--- src/rtl/truth_table_sweeper.sv ---
// Truth-table sweeper: drives all 16 {A,B,C,D} vectors into a 4-input block,
// captures f per vector and scores the result against an expected mask.
module truth_table_sweeper #(
  parameter int unsigned HOLD     = 2,
  parameter logic [15:0] EXPECTED = 16'h0000
) (
  input  logic        clk,
  input  logic        rst,
  input  logic        start,
  input  logic        f,
  output logic        A,
  output logic        B,
  output logic        C,
  output logic        D,
  output logic        busy,
  output logic        done,
  output logic [15:0] truth_table,
  output logic [4:0]  mismatch_cnt,
  output logic        pass
);

  typedef enum logic [1:0] {
    S_IDLE,
    S_DRIVE,
    S_DONE
  } state_t;

  localparam logic [7:0] HOLD_LAST = 8'(HOLD - 1);

  state_t     state;
  logic [3:0] idx;
  logic [7:0] hcnt;

  logic       last;
  logic       miss;
  logic [4:0] cnt_next;

  always_comb begin
    last     = (hcnt == HOLD_LAST);
    miss     = f ^ EXPECTED[idx];
    cnt_next = mismatch_cnt + {4'd0, miss};
  end

  // pass is taken from cnt_next so the idx 15 compare is included
  always_ff @(posedge clk or posedge rst) begin
    if (rst) begin
      state        <= S_IDLE;
      idx          <= 4'd0;
      hcnt         <= 8'd0;
      {A, B, C, D} <= 4'd0;
      busy         <= 1'b0;
      done         <= 1'b0;
      truth_table  <= 16'd0;
      mismatch_cnt <= 5'd0;
      pass         <= 1'b0;
    end else begin
      unique case (state)
        S_IDLE: begin
          done <= 1'b0;
          if (start) begin
            state        <= S_DRIVE;
            idx          <= 4'd0;
            hcnt         <= 8'd0;
            {A, B, C, D} <= 4'd0;
            busy         <= 1'b1;
            truth_table  <= 16'd0;
            mismatch_cnt <= 5'd0;
            pass         <= 1'b0;
          end
        end
        S_DRIVE: begin
          if (!last) begin
            hcnt <= hcnt + 8'd1;
          end else begin
            hcnt              <= 8'd0;
            truth_table[idx]  <= f;
            mismatch_cnt      <= cnt_next;
            if (idx == 4'd15) begin
              state        <= S_DONE;
              {A, B, C, D} <= 4'd0;
              busy         <= 1'b0;
              done         <= 1'b1;
              pass         <= (cnt_next == 5'd0);
            end else begin
              idx          <= idx + 4'd1;
              {A, B, C, D} <= idx + 4'd1;
            end
          end
        end
        S_DONE: begin
          done  <= 1'b0;
          state <= S_IDLE;
        end
        default: begin
          state <= S_IDLE;
          busy  <= 1'b0;
          done  <= 1'b0;
        end
      endcase
    end
  end

endmodule

--- config.mk ---
export PLATFORM = sky130hd
export DESIGN_NAME = truth_table_sweeper
export DESIGN_NICKNAME = d
export VERILOG_FILES = /design/src/rtl/truth_table_sweeper.sv
export SDC_FILE = /design/constraint.sdc
export NUM_CORES = 1
export LEC_CHECK = 0
export CAP_MARGIN = 40
export CORE_MARGIN = 4
export CORE_UTILIZATION = 45
export DETAILED_ROUTE_END_ITERATION = 10
export DONT_BUFFER_PORTS = 1
export GPL_TIMING_DRIVEN = 1
export SYNTH_ARGS = -nofsm -noshare
export SYNTH_HDL_FRONTEND = slang
export SYNTH_SLANG_ARGS = --single-unit
--- constraint.sdc ---
create_clock -name clk -period 2.6 [get_ports clk]
set_clock_uncertainty 0.05 [all_clocks]
set_input_delay 0.52 -clock clk [delete_from_list [all_inputs] [get_ports clk]]
set_output_delay 0.52 -clock clk [all_outputs]
set_load 0.005 [all_outputs]
# Yosys cells after proc, flatten, opt, wreduce, memory -nomap -nowiden
# Memories as Yosys holds them, arrays and structs flattened.
# Cells that the tools add are included.
[op_classes]
add_sub_neg = 3
n_lt_le_gt_ge = 2
eq_ne = 8
mux = 44
n_bitwise = 2
reduce_logical = 11
[ops]
columns = ["cell", "n"]
rows = [
  ["$mux W16", 2],
  ["$pmux W16 S2", 1],
  ["$mux W1", 19],
  ["$bwmux W16", 1],
  ["$mux W8", 2],
  ["$pmux W8 S2", 1],
  ["$mux W4", 3],
  ["$reduce_and A4 Y1", 3],
  ["$mux W5", 2],
  ["$pmux W1 S2", 5],
  ["$pmux W5 S2", 1],
  ["$add A8 B1 Y8 const B", 1],
  ["$eq A8 B1 Y1 const B", 1],
  ["$ne A2 B2 Y1 const B", 4],
  ["$pmux W4 S2", 1],
  ["$mux W2", 3],
  ["$reduce_and A3 Y1", 2],
  ["$add A5 B1 Y5", 1],
  ["$logic_not A5 Y1", 1],
  ["$lt A4 B5 Y1 const B", 1],
  ["$add A4 B1 Y4 const B", 1],
  ["$demux W1 S4", 1],
  ["$eq A4 B4 Y1 const B", 1],
  ["$ge A4 B1 Y1 const B", 1],
  ["10 further kinds", 11],
]
[word_totals]
ff_bits = 42
mem_bits_ro = 16
input_bits = 4
output_inout_bits = 28
elab_cells = 83
memories = 1
[memory_table]
columns = ["name", "words", "width", "read_ports", "rd_ports_with_merged_regs", "wr", "line", "rtl"]
rows = [
  ["(name not given)", 16, 1, 1, 0, 0, "40", "miss = f ^ EXPECTED[idx];"],
]

# Longest topological paths before layout
[logic_depth]
depth_word = 8
ltp_mapped = 7
depth_no_buf = 6

# Worst setup path before layout
# OpenSTA, ideal clock, no wires.
[synth_timing]
kind = "register to register"
start = "register idx[0]"
end = "register pass"
setup_time_ps = 82
arrival_ps = 1703
t_required_ps = 2468
slack_ps = 764
path_stages_with_launch = 7
synth_period_minus_slack_ps = 1836
cell_sequence = "dfrtp_1 ha_1 buf_2 and3_1 nand3_1 or4_1 o22ai_1"
[synth_between]
elab_chain_cells = 8
word_cells_on_any_way = 11
[synth_lines]
columns = ["item", "line", "rtl"]
rows = [
  ["start: declaration", "31", "logic [3:0] idx;"],
  ["start signal: assignment", "85", "idx <= idx + 4'd1;"],
  ["$mem_v2 Z16 W1", "n/a", ""],
  ["$mux W1 (implied by the code)", "40", ""],
  ["$xor A1 B1 Y1", "40", ""],
  ["$add A5 B1 Y5", "41", "cnt_next = mismatch_cnt + {4'd0, miss};"],
  ["$logic_not A5 Y1", "83", "pass <= (cnt_next == 5'd0);"],
  ["$mux W1", "78", "if (idx == 4'd15) begin"],
  ["$mux W1", "72", "if (!last) begin"],
  ["$pmux W1 S2", "57", "unique case (state)"],
  ["end signal: assignment", "83", ""],
  ["end: declaration", "19", "output logic pass"],
]
# Parallel ways exist; a longest one is shown, timed or not. The select of a mux whose other input is x is not followed.
# A chain may end at the register's enable or synchronous reset.

# Final worst setup path
# Ends and elaborated chain as after synthesis.

==> results.md <==
- Clock tree from TritonCTS: yes
- Antenna Violating Nets Remaining: 0
- Post-cts sizing count: 0
- Final setup TNS: 0 ns
- Leak: ~1 nW
- Crit Path Max Fanout: 10
- H-tree level count: 2
- Warnings, synthesis: 0
- Post-CTS setup-driven buffer insertion count: 0
- Count of filler cells inserted in the layout: between 400 and 500
- Max VDD drop: between 0.4 and 0.5 mV
- Top-level port count: 32
- Most used flip-flop cell after synthesis: sky130_fd_sc_hd__dfrtp_1
- Gate count after technology mapping: around 230
- Maximum number of pins on one net before global-route repair: 43
- Xor/xnor cell area share of the yosys netlist: roughly 2.0%
- Die Footprint: 6070 sq um
- Layout net count: approximately 240
- Total CTS buffers: 5
- Net count after synthesis: 240
- Final HPWL from detailed placement: between 3000 and 4000 microns
- Clock latency reported for the late side of the worst-skew pair: 0.30 ns
- Critical path, cell by cell: ha_1 -> and3_1 -> nand3_1 -> or4_1 -> o22ai_1
- Post-synthesis instance area: roughly 2200 sq um
- Rows: 25
- Setup crit end kind: flip-flop
- Type of the worst setup path: reg -> reg
- Remaining global-route overflow: 0
- Total DRC errors in the routed layout: 0
- Share of flip-flops with an asynchronous set or reset: 100%
- CTS Hold Buffers Added: 0
- GRT Util Overall: between 10% and 20%
- Number of vias per cell: 6.07
- Clock edge transition at the registers on the reported setup and hold paths: about 0.090 ns
- Post-synthesis sequential element count: between 40 and 50
- Main combinational cell family by area after synthesis: compound AO/OA/AOI/OAI gates
- Seq/Total Area, Yosys: a little under half
- Count of cell types in the netlist: 35
- Max-Cap Viols: 0
- Min-Delay Path Class: in -> async
- Max stage delay on crit path: between 0.5 and 0.6 ns
- Cell chosen for the clock root: sky130_fd_sc_hd__clkbuf_8
- Maximum clock frequency: between 0.4 and 0.5 GHz
- Actual slew at the worst max-slew pin: 0.666 ns
- Result of the run: finished clean
- R2r setup slk: between 0.4 and 0.5 ns
- Number of synthesized flops with an enable pin: 0
- Number of antenna violations at the first check in global routing: 0
- Routed length per placed instance: between 15 and 20 microns
- Buffers added on ports: 0
- Number of iterations in the first detailed-routing pass: 4
- Compound-Gate Fraction of Synth Area: 24.6%
- Unrepaired setup endpoints after global routing: false
- DR vias: approximately 1800
- Power Density: around 840 nW/um^2
- Final estimated routing congestion in global placement: about 0.84
- Share of synthesized cell area in and, or, nand and nor gates: approximately 17%
- Endpoint arrival time on the critical path: 2.33 ns
- Antenna diode count: 0
- Number of global-route vias before repair: around 1700
- Final Power: just under 0.002 W
- Mean Syn Cell Area: 9.64 sq um
- Clock Sink Count: between 40 and 50
- Headroom to the max-slew limit: between 50% and 60%
- Die height: about 78 microns
- Critical Path RT: 2.77 ns
- First DRT Iteration DRCs: ~130
- Final cycle utilization of the critical path: between 80% and 90%
- Number of max-slew violations in the final report: 0
- Startpoint type of the worst setup path: flip-flop
- Finish-stage setup viols: 0
- Global-route wire length before repair: between 8000 and 9000 microns
- Number of hold-slack violations in the final timing report: 0
- Synthesis-to-layout area growth: 6.60%
- Std-Cell Core Area: roughly 4700 sq um
- Layout cell share with drive strength beyond 1: roughly 7.1%
- Highest-delay cell along the critical path: sky130_fd_sc_hd__or4_1
- Adder-cell share of the synthesized area: around 4.6%
- Maximum buffer depth of the clock tree: 2
- Post-route minimum period: about 2.2 ns
- Floorplan die width: roughly 80 microns
- Effective utilization at floorplan: 46.5%
- Proportion of synthesized area in mux cells: 0%
- Total routed wirelength: about 5300 microns
-- power breakdown --
part	switching [W]	internal (W)	leakage [nW]
Combinational	0.000328	0.000222	0.427
Sequential	0.000183	0.000796	0.553
Clock	0.000231	0.000214	0.0472
-- per-layer routing --
layer | part of all wire [%] | up-vias | wire length (microns) | track usage (%)
li1 | - | 844 | - | -
met1 | 44 | 875 | 2320 | 23.0
met2 | 50 | 43 | 2670 | 29.8
met3 | 4.9 | 4 | 260 | 5.92
met4 | 0.87 | 0 | 46 | 6.99
met5 | 0 | - | 0 | 0
-- per-stage QoR --
step | setup slack (ns) | hold slack [ns] | utilization [%] | cells | cell area (sq um)
3_3_place_gp | 0.617 | 0.452 | 47.6 | 283 | 2250
2_1_floorplan | 0.764 | 0.424 | - | 228 | 2200
3_5_place_dp | 0.489 | 0.456 | 47.6 | 283 | 2250
6_report | 0.442 | 0.182 | 49.6 | 291 | 2340
4_1_cts | 0.464 | 0.207 | 49.6 | 291 | 2340
5_1_grt | 0.319 | 0.235 | 49.6 | 291 | 2340
-- critical path, delay by kind of cell, from the launching register on --
kind,cells,cell delay [ns]
compound gates,1,0.17
fa+ha+maj,1,0.38
simple gates,3,1.03
flops,1,0.44
-- final cells by class --
cell class	count	area, sq um	share of cell area [%]
multi-input cells	162	1050	45.0
flip-flops and latches	42	1050	44.8
well taps	67	83.8	3.58
clock buffers	6	82.6	3.52
repair buffers	4	30.0	1.28
inverters	8	30.0	1.28
clock inverters	2	12.5	0.534
-- cell usage after synthesis, types with 3 or more instances --
cell	instances	area share, %
sky130_fd_sc_hd__dfrtp_1	42	48
sky130_fd_sc_hd__o21ai_0	23	5.2
sky130_fd_sc_hd__o31ai_1	17	5.8
sky130_fd_sc_hd__a21oi_1	14	3.2
sky130_fd_sc_hd__nand4_1	13	3.7
sky130_fd_sc_hd__nand3_1	12	2.7
sky130_fd_sc_hd__a21o_1	11	3.8
sky130_fd_sc_hd__clkbuf_1	11	1.9
sky130_fd_sc_hd__nand2_1	11	1.9
sky130_fd_sc_hd__nor2_1	10	1.7
sky130_fd_sc_hd__ha_1	8	4.6
sky130_fd_sc_hd__inv_1	8	1.4
sky130_fd_sc_hd__a22o_1	6	2.4
sky130_fd_sc_hd__nor3_1	4	0.91
sky130_fd_sc_hd__xnor2_1	4	1.6
sky130_fd_sc_hd__a211o_1	3	1.2
sky130_fd_sc_hd__buf_2	3	0.68
sky130_fd_sc_hd__nor2b_1	3	0.85
sky130_fd_sc_hd__nor3b_1	3	1.0
sky130_fd_sc_hd__nor4_1	3	0.85
sky130_fd_sc_hd__o22ai_1	3	0.85
-- cells in the final DEF (no fill, tap or decap), types with 3 or more instances in the layout --
| cell type | count |
|---|---|
| sky130_fd_sc_hd__o31ai_1 | 17 |
| sky130_fd_sc_hd__nor2_1 | 10 |
| sky130_fd_sc_hd__nand3_1 | 12 |
| sky130_fd_sc_hd__nor2b_1 | 3 |
| sky130_fd_sc_hd__a22o_1 | 6 |
| sky130_fd_sc_hd__o22ai_1 | 3 |
| sky130_fd_sc_hd__a211o_1 | 3 |
| sky130_fd_sc_hd__a21oi_1 | 14 |
| sky130_fd_sc_hd__ha_1 | 8 |
| sky130_fd_sc_hd__xnor2_1 | 4 |
| sky130_fd_sc_hd__nor4_1 | 3 |
| sky130_fd_sc_hd__nand2_1 | 11 |
| sky130_fd_sc_hd__inv_1 | 8 |
| sky130_fd_sc_hd__nand4_1 | 13 |
| sky130_fd_sc_hd__a21o_1 | 11 |
| sky130_fd_sc_hd__nor3b_1 | 3 |
| sky130_fd_sc_hd__nor3_1 | 4 |
| sky130_fd_sc_hd__clkbuf_8 | 6 |
| sky130_fd_sc_hd__o21ai_0 | 23 |
| sky130_fd_sc_hd__buf_4 | 4 |
| sky130_fd_sc_hd__dfrtp_1 | 42 |
-- worst paths after layout --
kind,startpoint,end,cells past startpoint
hold reg to reg,done,done,1
hold / removal,rst,truth_table[4],2
min in group clk,f,truth_table[4],2
setup reg to reg,idx[0],pass,5
max in group asynchronous,rst,hcnt[5],2
setup / recovery,idx[0],pass,5
-- registers in the layout, summed over array words and instances, names as in the netlist, 2 cells and up --
name and count:
truth_table 16, hcnt 8, mismatch_cnt 5, idx 4
state 2
-- kinds of logic (layout without fill, tap and decap cells) --
logic type	count (synthesis)	after routing
AOI/OAI and AO/OA	83	83
and+or+nand+nor	66	66
DFF	42	42
buffers and inverters	24	20
adders and majority gates	8	8
xor gates and xnor gates	5	5
Note: power is estimated with default switching activity, not from simulation.
